## config.mk

```make
export PLATFORM = sky130hd
export DESIGN_NAME = mux_nx1_stream
export DESIGN_NICKNAME = d
export VERILOG_FILES = /design/src/rtl/mux_pkg.sv /design/src/rtl/mux_nx1_stream_rr_arbiter.sv /design/src/rtl/mux_nx1_stream.sv
export SDC_FILE = /design/constraint.sdc
export NUM_CORES = 1
export LEC_CHECK = 0
export CAP_MARGIN = 20
export CORE_ASPECT_RATIO = 0.6
export CORE_UTILIZATION = 30
export CTS_CLUSTER_SIZE = 14
export DETAILED_ROUTE_END_ITERATION = 12
export GPL_TIMING_DRIVEN = 0
export PLACE_DENSITY = 0.7
export SYNTH_ARGS = -nofsm -noshare
export SYNTH_HDL_FRONTEND = slang
export SYNTH_HIERARCHICAL = 1
export SYNTH_SLANG_ARGS = --single-unit
export TNS_END_PERCENT = 1
```

## constraint.sdc

```tcl
create_clock -name clk -period 3.6 [get_ports clk]
set_input_delay 0.72 -clock clk [delete_from_list [all_inputs] [get_ports clk]]
set_output_delay 0.72 -clock clk [all_outputs]
set_load 0.05 [all_outputs]
```

## src/rtl/mux_pkg.sv

```systemverilog
// mux_pkg: shared constants and helpers for the N-to-1 stream multiplexer.
//   MODE_SEL / MODE_RR : selection mode constants
//   idx_w(n)           : width of a channel index for n channels (min 1)
package mux_pkg;

  localparam int MODE_SEL = 0;
  localparam int MODE_RR  = 1;

  function automatic int idx_w(input int n);
    return (n <= 2) ? 1 : $clog2(n);
  endfunction

endpackage

```

## src/rtl/mux_nx1_stream_rr_arbiter.sv

```systemverilog
// rr_arbiter: round-robin arbiter over N requesters.
//   clk, rst_n : clock, async active-low reset
//   req        : per-channel request
//   advance    : the current grant was consumed; move pointer past winner
//   grant      : one-hot grant (zero when no request)
//   winner     : index of the granted channel
// The search starts at the pointer and wraps N-1 -> 0. The pointer is owned
// here and only moves on advance.
module rr_arbiter
  import mux_pkg::*;
#(
  parameter int N  = 4,
  parameter int IW = idx_w(N)
) (
  input  logic          clk,
  input  logic          rst_n,
  input  logic [N-1:0]  req,
  input  logic          advance,
  output logic [N-1:0]  grant,
  output logic [IW-1:0] winner
);

  localparam logic [IW:0]   N_L  = (IW+1)'(N);
  localparam logic [IW-1:0] N_M1 = IW'(N - 1);

  logic [IW-1:0] ptr_q, ptr_d;
  logic [IW:0]   idx;
  logic          found;

  always_comb begin
    grant  = '0;
    winner = '0;
    found  = 1'b0;
    idx    = '0;
    for (int off = 0; off < N; off++) begin
      // One extra bit so ptr+off never overflows before the modulo.
      idx = {1'b0, ptr_q} + (IW+1)'(off);
      if (idx >= N_L) idx = idx - N_L;
      if (!found && req[idx[IW-1:0]]) begin
        found                = 1'b1;
        grant[idx[IW-1:0]]   = 1'b1;
        winner               = idx[IW-1:0];
      end
    end
  end

  // Explicit wrap: N need not be a power of two.
  always_comb begin
    ptr_d = ptr_q;
    if (advance) ptr_d = (winner == N_M1) ? '0 : winner + 1'b1;
  end

  always_ff @(posedge clk or negedge rst_n) begin
    if (!rst_n) ptr_q <= '0;
    else        ptr_q <= ptr_d;
  end

endmodule

```

## src/rtl/mux_nx1_stream.sv

```systemverilog
// mux_nx1_stream: N-to-1 stream multiplexer with a registered output.
//   clk, rst_n        : clock, async active-low reset
//   i / i_valid       : N channels of W-bit data, channel k at [k*W +: W]
//   i_ready           : combinational per-channel ready
//   s                 : channel select (SEL mode only)
//   y / y_valid       : registered output word
//   y_ready           : consumer accepts y
//   y_src             : index of the channel that supplied y
// MODE_SEL decodes the grant from s; MODE_RR uses rr_arbiter.
module mux_nx1_stream
  import mux_pkg::*;
#(
  parameter int N    = 4,
  parameter int W    = 8,
  parameter int MODE = MODE_SEL,
  parameter int IW   = idx_w(N)
) (
  input  logic           clk,
  input  logic           rst_n,
  input  logic [N*W-1:0] i,
  input  logic [N-1:0]   i_valid,
  output logic [N-1:0]   i_ready,
  input  logic [IW-1:0]  s,
  output logic [W-1:0]   y,
  output logic           y_valid,
  input  logic           y_ready,
  output logic [IW-1:0]  y_src
);

  logic [N-1:0]  grant;
  logic [IW-1:0] winner;
  logic          load, accept;
  logic [W-1:0]  sel_data;

  logic [W-1:0]  y_q, y_d;
  logic          y_valid_q, y_valid_d;
  logic [IW-1:0] y_src_q, y_src_d;

  // The register can refill in the same cycle it drains.
  assign load    = !y_valid_q | y_ready;
  assign accept  = (|grant) & load;
  assign i_ready = grant & {N{load}};

  generate
    if (MODE == MODE_RR) begin : g_rr
      logic unused_s;
      assign unused_s = ^s;
      rr_arbiter #(.N(N), .IW(IW)) u_arb (
        .clk     (clk),
        .rst_n   (rst_n),
        .req     (i_valid),
        .advance (accept),
        .grant   (grant),
        .winner  (winner)
      );
    end else begin : g_sel
      // An out-of-range s matches no channel, so nothing is granted.
      always_comb begin
        grant = '0;
        for (int k = 0; k < N; k++)
          grant[k] = (s == IW'(k)) & i_valid[k];
      end
      assign winner = s;
    end
  endgenerate

  always_comb begin
    sel_data = '0;
    for (int k = 0; k < N; k++)
      if (grant[k]) sel_data = i[k*W +: W];
  end

  always_comb begin
    y_d       = y_q;
    y_valid_d = y_valid_q;
    y_src_d   = y_src_q;
    if (accept) begin
      y_d       = sel_data;
      y_src_d   = winner;
      y_valid_d = 1'b1;
    end else if (load) begin
      y_valid_d = 1'b0;
    end
  end

  always_ff @(posedge clk or negedge rst_n) begin
    if (!rst_n) begin
      y_q       <= '0;
      y_valid_q <= 1'b0;
      y_src_q   <= '0;
    end else begin
      y_q       <= y_d;
      y_valid_q <= y_valid_d;
      y_src_q   <= y_src_d;
    end
  end

  assign y       = y_q;
  assign y_valid = y_valid_q;
  assign y_src   = y_src_q;

endmodule

```

# Yosys cells after proc, flatten, opt, wreduce, memory -nomap -nowiden
# Cells that the tools add are included.
# Widths: inputs -> output; s select.
# word_totals
register_bits,11
out_inout_bits,15
# op_classes
n_eq_ne,3
n_mux,6
bitwise,7
reduce_logical,4
# ops
operator,n
$mux 8,4
$and 1x1->1,5
$and 4x4->4,1
$eq 2x2->1 const B,2
$reduce_or 4->1,1
$eq 2x1->1 const B,1
$logic_not 2->1,1
$mux 1,2
$reduce_bool 2->1,1
$logic_not 1->1,1
$or 1x1->1,1

# Depth between registers and ports, before layout
# Gate-level depths: netlist (run 1).
# logic_depth
depth_word,6
depth_mapped,5
depth_no_buf,3

# Worst setup path after synthesis (run 1)
# OpenSTA, ideal clock, no wires.
# synth_path
kind,in2out
start,input s[1]
end,output i_ready[2]
arrival_ns,2.652
required_ns,2.880
slack_ns,0.228
stages,5
path_buffers,3
path_cell_list,clkbuf_1 clkbuf_1 clkbuf_1 nand2_1 nor3b_1
# synth_via
elab_chain_cells,3
# synth_lines
element,line,text
"start, declared",mux_nx1_stream.sv:23,"input logic [IW-1:0] s,"
$eq 2x2->1,mux_nx1_stream.sv:61,grant[k] = (s == IW'(k)) & i_valid[k];
$and 1x1->1,mux_nx1_stream.sv:61,
$and 4x4->4,mux_nx1_stream.sv:42,assign i_ready = grant & {N{load}};
"end, declared",mux_nx1_stream.sv:22,"output logic [N-1:0] i_ready,"
# No other way between the ends.

# Final worst setup path (run 1)
# Same ends and word-level chain as after synthesis.

==> results of run 1 <==
## cell type report
cell class | instances | area share (%)
Multi-Input combinational cell | 79 | 39.2
Timing Repair Buffer | 54 | 33.5
Sequential cell | 11 | 17.0
Buffer | 12 | 4.03
Tap cell | 42 | 3.25
Clock buffer | 4 | 2.79
Inverter | 1 | 0.232
## Yosys cell counts
library cell               number
sky130_fd_sc_hd__and2_4         1
sky130_fd_sc_hd__inv_1          1
sky130_fd_sc_hd__nand4b_1       8
sky130_fd_sc_hd__or4bb_1        8
sky130_fd_sc_hd__and4b_1        1
sky130_fd_sc_hd__nand3_1        1
sky130_fd_sc_hd__and3_1         1
sky130_fd_sc_hd__dfrtp_1       11
sky130_fd_sc_hd__nand2_1        3
sky130_fd_sc_hd__nand4_1        8
sky130_fd_sc_hd__nand3b_1       1
sky130_fd_sc_hd__mux2_4         2
sky130_fd_sc_hd__clkbuf_1      10
sky130_fd_sc_hd__and3b_1        8
sky130_fd_sc_hd__o21ai_0        8
sky130_fd_sc_hd__nor2_1         2
sky130_fd_sc_hd__mux4_2         1
sky130_fd_sc_hd__a31o_1         8
sky130_fd_sc_hd__nor3b_1        9
sky130_fd_sc_hd__buf_6          2
sky130_fd_sc_hd__a21boi_0       8
sky130_fd_sc_hd__nand2b_1       1
## state kept, by name, indices dropped and copies added (netlist names)
signal   cells
y_valid      1
y            8
y_src        2
## layer usage
layer	vias up	wire length, um	track usage (%)
li1	522	-	-
met1	525	1590	28.1
met2	58	1370	30.2
met3	0	220	3.28
met4	0	0	1.48
met5	-	0	0
## worst max-delay path: cells and delay by family
kind / cells / cell delay (ns)
buf+inv: 5 / 1.62
simple gates: 2 / 0.33
## path summary, 6_finish.rpt
| check | slack, ns | cells past startpoint | to | from |
|---|---|---|---|---|
| min in group asynchronous | 0.82 | 1 | y[6]$_DFFE_PN0P_ | rst_n |
| hold / removal | 0.51 | 1 | y_src[0]$_DFFE_PN0P_ | y_src[0]$_DFFE_PN0P_ |
| hold reg to reg | 0.51 | 1 | y_src[0]$_DFFE_PN0P_ | y_src[0]$_DFFE_PN0P_ |
| setup / recovery | 0.21 | 7 | i_ready[2] | s[1] |
| max in group asynchronous | 2.44 | 1 | y[1]$_DFFE_PN0P_ | rst_n |
| setup reg to reg | 2.22 | 4 | y[7]$_DFFE_PN0P_ | y_valid$_DFFE_PN0P_ |
## power by group through the flow
stage          Combinational [mW]  Clock [mW]  Sequential, mW
6_report                    0.288       0.123           0.160
2_1_floorplan              0.0866           0           0.245
5_1_grt                     0.304       0.129           0.163
3_5_place_dp                0.289           0           0.162
3_3_place_gp                0.286           0           0.161
4_1_cts                     0.289       0.123           0.161
## timing repair
item | in CTS | in global routing
resized for setup | 11 | 4
buffers inserted | 0 | 0
setup endpoints to repair | 4 | 2
hold endpoints to repair | 0 | 0
## per-stage QoR
stage / worst slack, ns / area (um^2)
after floorplan: 0.228 / 972
after global placement: -0.503 / 1570
after detailed placement: -0.526 / 1570
after CTS: 0.0896 / 1610
after global routing: 0.0263 / 1620
final: 0.209 / 1620
## kinds of logic after synthesis
family / count (synthesis)
AO/OA/AOI/OAI: 24
buffers and inverters: 13
flip-flops: 11
multiplexers: 3
AND/OR/NAND/NOR: 52
==> impl_metrics.xml, run 1 <==
<?xml version="1.0" encoding="UTF-8"?>
<metrics>
  <group name="logic_synthesis">
    <metric name="synth_top_cell_by_area" unit="">sky130_fd_sc_hd__dfrtp_1</metric>
    <metric name="synthesis.area_per_instance" unit="um^2">9.44</metric>
    <metric name="synthesis.yosys.warnings" unit="">6</metric>
    <metric name="synth-compound-area-share" unit="%">17.5</metric>
    <metric name="post-synth-top-area-fraction" unit="%">28.3</metric>
    <metric name="number_of_synthesized_register_bits" unit="">11</metric>
    <metric name="yosys.area_share.adder" unit="%">0</metric>
    <metric name="syn-num-nets" unit="">144</metric>
    <metric name="synth_simple_gate_area_share" unit="%">42.2</metric>
    <metric name="synth_mux_area_share" unit="%">5.41</metric>
    <metric name="synth_cells" unit="">103</metric>
    <metric name="synth_xor_xnor_area_share" unit="%">0</metric>
    <metric name="synth_area" unit="um^2">972</metric>
    <metric name="synth_top_family_by_area" unit="">simple AND/OR/NAND/NOR gates</metric>
    <metric name="synth_seq_area_share" unit="%">28.3</metric>
    <metric name="ys_top_cells_by_area" unit="">sky130_fd_sc_hd__dfrtp_1 28%, sky130_fd_sc_hd__or4bb_1 9.3%, sky130_fd_sc_hd__a31o_1 7.2%</metric>
    <metric name="synth.distinct_cells" unit="">22</metric>
  </group>
  <group name="sta">
    <metric name="timing_max_transition_violations_final" unit="">0</metric>
    <metric name="maxSlewHeadroom" unit="%">66.5</metric>
    <metric name="max_slew.worst_pin.slew" unit="ns">0.500</metric>
    <metric name="finClkSkew" unit="ns">0.00219</metric>
    <metric name="grt_setup_unrepaired" unit="">false</metric>
    <metric name="setup_tns" unit="ns">0</metric>
    <metric name="timing.fmax" unit="GHz">0.295</metric>
    <metric name="final.period_utilization" unit="%">94.2</metric>
    <metric name="finalSetupViolCount" unit="">0</metric>
    <metric name="hold-worst-slack" unit="ns">0.512</metric>
    <metric name="finalHoldViolations" unit="">0</metric>
    <metric name="final_period_minus_worst_setup_slack" unit="ns">3.39</metric>
  </group>
  <group name="final_layout">
    <metric name="mostFrequentLayoutCells" unit="">50 x sky130_fd_sc_hd__clkdlybuf4s50_1, 11 x sky130_fd_sc_hd__dfrtp_1, 9 x sky130_fd_sc_hd__nor3b_1</metric>
    <metric name="n_antenna_cell" unit="">0</metric>
    <metric name="finalCoreUtilization" unit="%">54.5</metric>
    <metric name="leading_cell_type_in_the_layout_fill_and_taps_excluded" unit="">sky130_fd_sc_hd__clkdlybuf4s50_1</metric>
    <metric name="ff_latch_area" unit="um^2">275</metric>
    <metric name="multi_input_comb_area" unit="um^2">633</metric>
    <metric name="syn_to_final_growth" unit="%">66.2</metric>
    <metric name="fillers" unit="">283</metric>
    <metric name="layout-drive-gt1-share" unit="%">9.32</metric>
    <metric name="fin_nets" unit="">203</metric>
    <metric name="fin_cells" unit="">203</metric>
  </group>
  <group name="place">
    <metric name="numPlacedInstances" unit="">199</metric>
    <metric name="io_buffer_count" unit="">54</metric>
    <metric name="gpl.final_weighted_congestion" unit="">0.876</metric>
    <metric name="dp.final_hpwl" unit="um">2560</metric>
  </group>
  <group name="floorplanning">
    <metric name="die-width" unit="um">75.5</metric>
    <metric name="num_io_pins" unit="">56</metric>
    <metric name="initial_core_utilization" unit="%">32.8</metric>
    <metric name="core_region_area" unit="um^2">2970</metric>
    <metric name="die_h" unit="um">46.1</metric>
    <metric name="floorplan.die_area" unit="um^2">3480</metric>
    <metric name="floorplan.rows" unit="">15</metric>
  </group>
  <group name="critical_path">
    <metric name="setup.worst_path.end_class" unit="">output pin</metric>
    <metric name="path_cells" unit="">clkdlybuf4s50_1 -&gt; clkbuf_2 -&gt; clkbuf_2 -&gt; clkbuf_2 -&gt; nand2_1 -&gt; nor3b_1 -&gt; clkdlybuf4s15_2</metric>
    <metric name="cp_slowest_stage_delay" unit="ns">0.53</metric>
    <metric name="crit_arrival" unit="ns">2.67</metric>
    <metric name="crit_slowest_cell" unit="">sky130_fd_sc_hd__clkdlybuf4s50_1</metric>
    <metric name="timing.setup.critical_path_class" unit="">input pin to output pin</metric>
    <metric name="timing.critical_path.fanout_max" unit="">10</metric>
    <metric name="cp.required" unit="ns">2.88</metric>
    <metric name="start_kind" unit="">input pin</metric>
    <metric name="critical_path.most_common_cell" unit="">sky130_fd_sc_hd__clkbuf_2</metric>
  </group>
  <group name="clock_tree">
    <metric name="cts-buffers-inserted" unit="">3</metric>
    <metric name="root_buffer" unit="">sky130_fd_sc_hd__clkbuf_8</metric>
    <metric name="cts.sink_count" unit="">11</metric>
    <metric name="clk_pin_slew" unit="ns">0.05</metric>
    <metric name="clock_latency" unit="ns">0.24</metric>
    <metric name="tritoncts" unit="">built</metric>
    <metric name="clock_tree.htree_level_count" unit="">1</metric>
    <metric name="cts.hold.buffers_added" unit="">0</metric>
    <metric name="cts_max_path_buffers" unit="">2</metric>
  </group>
  <group name="routing">
    <metric name="drt_pass1_iterations" unit="">4</metric>
    <metric name="vias_per_cell" unit="">5.44</metric>
    <metric name="via_count" unit="">1105</metric>
    <metric name="detailedRoute.firstIterationViolations" unit="">60</metric>
    <metric name="drt_drc_violations_left" unit="">0</metric>
    <metric name="detail_route.wirelength" unit="um">3180</metric>
    <metric name="ant_nets" unit="">0</metric>
    <metric name="wl_per_cell" unit="um">15.7</metric>
  </group>
  <group name="pwr">
    <metric name="p_per_area" unit="nW/um^2">354</metric>
    <metric name="power_report.internal_total" unit="uW">354</metric>
    <metric name="switching_power_summed_over_all_nets" unit="uW">217</metric>
    <metric name="sequentialPowerShare" unit="%">28.1</metric>
    <metric name="pwr-share-comb" unit="%">50.4</metric>
    <metric name="ir_drop" unit="uV">162</metric>
    <metric name="power.share.clock" unit="%">21.5</metric>
    <metric name="power.share.switching" unit="%">38.0</metric>
    <metric name="report.power.total" unit="uW">571</metric>
    <metric name="p_leak" unit="nW">0.657</metric>
  </group>
  <group name="global_route">
    <metric name="grt_pass1_wl" unit="um">4790</metric>
    <metric name="grt-ovfl-total" unit="">0</metric>
    <metric name="grtUsageTotal" unit="%">19.0</metric>
    <metric name="grt_antenna_before_repair" unit="">0</metric>
    <metric name="grt_max_degree" unit="">12</metric>
    <metric name="number_of_global_route_vias_before_repair" unit="">1042</metric>
  </group>
  <group name="outcome">
    <metric name="run_status" unit="">completed</metric>
  </group>
  <group name="worst_hold_path">
    <metric name="holdCritPathClass" unit="">flip-flop to flip-flop</metric>
  </group>
  <group name="job">
    <metric name="cap_violations" unit="">0</metric>
  </group>
</metrics>
No activity file was read; power rests on OpenSTA's default activity.
==> run 2: changes to the inputs <==
ABC_AREA = 1   (was default)
CTS_CLUSTER_SIZE = default   (was 14)
PLACE_DENSITY = 0.73   (was 0.7)
==> run 2 against run 1 <==
The run now ends with DRC left. Non-clock buffer count fell by 7. Sequential power about the same. Maximum frequency increased by 0.40%. Combinational power down 8.7%. Flip-flop and latch count is the same. Final area fell by 11%. Global-route usage rose by 0.99 points. First-iteration DRC count is 42% higher. Synthesized area is 13% lower. Clock power is essentially flat. Largest cell class is now non-clock buffers.
==> impl_metrics.xml, run 2 <==
<?xml version="1.0" encoding="UTF-8"?>
<metrics>
  <group name="outcome">
    <metric name="violated_checks" unit="">DRC</metric>
    <metric name="run_status" unit="">finished with violations</metric>
  </group>
  <group name="global_route">
    <metric name="grt_pass1_wl" unit="um">4620</metric>
    <metric name="grt_antenna_before_repair" unit="">0</metric>
    <metric name="number_of_global_route_vias_before_repair" unit="">1034</metric>
    <metric name="grt_max_degree" unit="">12</metric>
    <metric name="grt-ovfl-total" unit="">0</metric>
    <metric name="grtUsageTotal" unit="%">20.0</metric>
  </group>
  <group name="critical_path">
    <metric name="path_cells" unit="">clkdlybuf4s50_1 -&gt; nor2_2 -&gt; nand2_4 -&gt; nor2_1 -&gt; clkdlybuf4s50_1</metric>
    <metric name="cp.buffers_inverters" unit="">2</metric>
    <metric name="cp.required" unit="ns">2.88</metric>
    <metric name="start_kind" unit="">input pin</metric>
    <metric name="crit_arrival" unit="ns">2.66</metric>
    <metric name="timing.critical_path.fanout_max" unit="">9</metric>
    <metric name="crit_slowest_cell" unit="">sky130_fd_sc_hd__clkdlybuf4s50_1</metric>
    <metric name="critical_path.most_common_cell" unit="">sky130_fd_sc_hd__clkdlybuf4s50_1</metric>
    <metric name="cp_slowest_stage_delay" unit="ns">0.82</metric>
    <metric name="timing.setup.critical_path_class" unit="">input pin to output pin</metric>
    <metric name="setup.worst_path.end_class" unit="">output pin</metric>
    <metric name="critical-path-top-delay-family" unit="">buffers and inverters</metric>
  </group>
  <group name="place">
    <metric name="preCtsSetupSlack" unit="ns">0.227</metric>
    <metric name="dp.final_hpwl" unit="um">2360</metric>
    <metric name="io_buffer_count" unit="">51</metric>
    <metric name="gpl.final_weighted_congestion" unit="">0.835</metric>
    <metric name="post_placement_cell_area" unit="um^2">1400</metric>
  </group>
  <group name="clock_tree">
    <metric name="tritoncts" unit="">built</metric>
    <metric name="clock_tree.htree_level_count" unit="">1</metric>
    <metric name="cts.sink_count" unit="">11</metric>
    <metric name="cts_max_path_buffers" unit="">2</metric>
    <metric name="clock_latency" unit="ns">0.24</metric>
    <metric name="post_cts.resized_instances" unit="">0</metric>
    <metric name="cts_setup_buffers" unit="">0</metric>
    <metric name="cts.hold.buffers_added" unit="">0</metric>
    <metric name="cts-buffers-inserted" unit="">3</metric>
    <metric name="clk_pin_slew" unit="ns">0.05</metric>
    <metric name="root_buffer" unit="">sky130_fd_sc_hd__clkbuf_8</metric>
  </group>
  <group name="logic_synthesis">
    <metric name="synth_seq_area_share" unit="%">32.5</metric>
    <metric name="synth_edf_count" unit="">0</metric>
    <metric name="post-synth-top-area-fraction" unit="%">32.5</metric>
    <metric name="yosys.cell_count.top_type" unit="">sky130_fd_sc_hd__nand4_1</metric>
    <metric name="synth_common_cells" unit="">32 x sky130_fd_sc_hd__nand4_1, 31 x sky130_fd_sc_hd__nand2_1, 11 x sky130_fd_sc_hd__dfrtp_1</metric>
    <metric name="synthArstFlopShare" unit="%">100</metric>
    <metric name="synth_top_cell_by_area" unit="">sky130_fd_sc_hd__dfrtp_1</metric>
    <metric name="synthesis.area_per_instance" unit="um^2">7.76</metric>
    <metric name="syn-num-nets" unit="">150</metric>
    <metric name="synth_cells" unit="">109</metric>
    <metric name="synth.distinct_cells" unit="">19</metric>
    <metric name="number_of_synthesized_register_bits" unit="">11</metric>
    <metric name="synth_area" unit="um^2">846</metric>
    <metric name="synthesis.yosys.warnings" unit="">6</metric>
    <metric name="ys_top_cells_by_area" unit="">sky130_fd_sc_hd__dfrtp_1 33%, sky130_fd_sc_hd__nand4_1 24%, sky130_fd_sc_hd__nand2_1 14%</metric>
    <metric name="postSynth.topFlopCell" unit="">sky130_fd_sc_hd__dfrtp_1</metric>
  </group>
  <group name="floorplanning">
    <metric name="core_region_area" unit="um^2">2590</metric>
    <metric name="floorplan.rows" unit="">14</metric>
    <metric name="die-width" unit="um">70.6</metric>
    <metric name="num_io_pins" unit="">56</metric>
    <metric name="initial_core_utilization" unit="%">32.6</metric>
    <metric name="floorplan.die_area" unit="um^2">3040</metric>
    <metric name="die_h" unit="um">43.1</metric>
  </group>
  <group name="sta">
    <metric name="finClkSkew" unit="ns">0.00358</metric>
    <metric name="final.setup.worst_slack" unit="ns">0.222</metric>
    <metric name="max_slew.worst_pin.slew" unit="ns">0.507</metric>
    <metric name="timing_max_transition_violations_final" unit="">0</metric>
    <metric name="setup_tns" unit="ns">0</metric>
    <metric name="finalSetupViolCount" unit="">0</metric>
    <metric name="timing.fmax" unit="GHz">0.296</metric>
    <metric name="final.period_utilization" unit="%">93.8</metric>
    <metric name="final_period_minus_worst_setup_slack" unit="ns">3.38</metric>
    <metric name="maxSlewHeadroom" unit="%">66.1</metric>
    <metric name="grt_setup_unrepaired" unit="">false</metric>
    <metric name="finalHoldViolations" unit="">0</metric>
  </group>
  <group name="job">
    <metric name="cap_violations" unit="">0</metric>
  </group>
  <group name="pwr">
    <metric name="p_per_area" unit="nW/um^2">378</metric>
    <metric name="ir_drop" unit="uV">235</metric>
    <metric name="report.power.total" unit="uW">544</metric>
    <metric name="p_leak" unit="nW">0.617</metric>
  </group>
  <group name="final_layout">
    <metric name="fillers" unit="">243</metric>
    <metric name="n_antenna_cell" unit="">0</metric>
    <metric name="leading_cell_type_in_the_layout_fill_and_taps_excluded" unit="">sky130_fd_sc_hd__clkdlybuf4s50_1</metric>
    <metric name="fin_nets" unit="">206</metric>
    <metric name="syn_to_final_growth" unit="%">70.4</metric>
    <metric name="largest_register_ff_count" unit="">8</metric>
    <metric name="finalCoreUtilization" unit="%">55.6</metric>
    <metric name="layout-drive-gt1-share" unit="%">14.0</metric>
    <metric name="finish.instance_area" unit="um^2">1440</metric>
    <metric name="mostFrequentLayoutCells" unit="">51 x sky130_fd_sc_hd__clkdlybuf4s50_1, 32 x sky130_fd_sc_hd__nand4_1, 31 x sky130_fd_sc_hd__nand2_1</metric>
  </group>
  <group name="worst_hold_path">
    <metric name="holdCritPathClass" unit="">flip-flop to flip-flop</metric>
  </group>
  <group name="routing">
    <metric name="wl_per_cell" unit="um">14.9</metric>
    <metric name="vias_per_cell" unit="">5.30</metric>
    <metric name="detail_route.wirelength" unit="um">2920</metric>
    <metric name="detailedRoute.firstIterationViolations" unit="">85</metric>
    <metric name="drt_drc_violations_left" unit="">8</metric>
    <metric name="via_count" unit="">1038</metric>
    <metric name="drt_pass1_iterations" unit="">8</metric>
    <metric name="ant_nets" unit="">0</metric>
  </group>
</metrics>
==> run 2: cell count changes after synthesis, sizes merged, moves of 9 or more <==
cell   before  now
nand2       3   34
nand3       1   11
nand4       8   32
nor3b       9    0
==> run 2: through the flow <==
stage          instances  hold slack, ns
4_1_cts              196           0.482
3_3_place_gp         192           0.469
2_1_floorplan        109           0.424
3_5_place_dp         192           0.468
6_report             196           0.475
5_1_grt              196           0.502
==> run 2: area by class of cell <==
type                            instances  area, um^2  area share, %
Sequential cell                        11         275           19.1
Inverter                                4        15.0           1.04
Buffer                                  8        47.5           3.30
Timing Repair Buffer                   51         510           35.4
Multi-Input combinational cell         86         508           35.2
Clock buffer                            4        45.0           3.13
Tap cell                               32        40.0           2.78
==> run 2: path summary, 6_finish.rpt <==
kind	to	cells past startpoint	from	slack, ns
max	i_ready[0]	5	s[0]	0.22
min	y[7]$_DFFE_PN0P_	2	y[7]$_DFFE_PN0P_	0.48
max reg2reg	y_src[1]$_DFFE_PN0P_	6	y_valid$_DFFE_PN0P_	2.47
min reg2reg	y[7]$_DFFE_PN0P_	2	y[7]$_DFFE_PN0P_	0.48
max in group asynchronous	y[7]$_DFFE_PN0P_	1	rst_n	2.46
min in group asynchronous	y[4]$_DFFE_PN0P_	1	rst_n	0.82
==> run 2: logic make-up after synthesis <==
kind of cell           count (synthesis)  synth area share, %
AO/OA/AOI/OAI                          1                 1.92
AND/OR/NAND/NOR                       85                 58.1
flip-flops                            11                 32.5
buffers and inverters                 12                 7.40
==> run 2: power by group <==
group,switching (mW),internal [mW]
Combinational,0.161,0.102
Clock,0.0444,0.0776
Sequential,0.0127,0.146
Total,0.218,0.326
==> run 2: worst reg2reg max path: stages, from the launching register on <==
cell	delay [ns]
sky130_fd_sc_hd__dfrtp_1	0.35
sky130_fd_sc_hd__inv_1	0.07
sky130_fd_sc_hd__nor2_4	0.22
sky130_fd_sc_hd__inv_1	0.13
sky130_fd_sc_hd__o21ai_4	0.13
sky130_fd_sc_hd__nand2_1	0.09
sky130_fd_sc_hd__nand2_1	0.07
==> run 2: per-layer routing <==
metal | global-route usage, % | vias to the layer above | part of all wire, %
met1 | 25.8 | 470 | 45
met2 | 32.2 | 58 | 44
met5 | 0 | - | 0
li1 | - | 506 | -
met3 | 7.60 | 4 | 9.4
met4 | 4.00 | 0 | 0.86
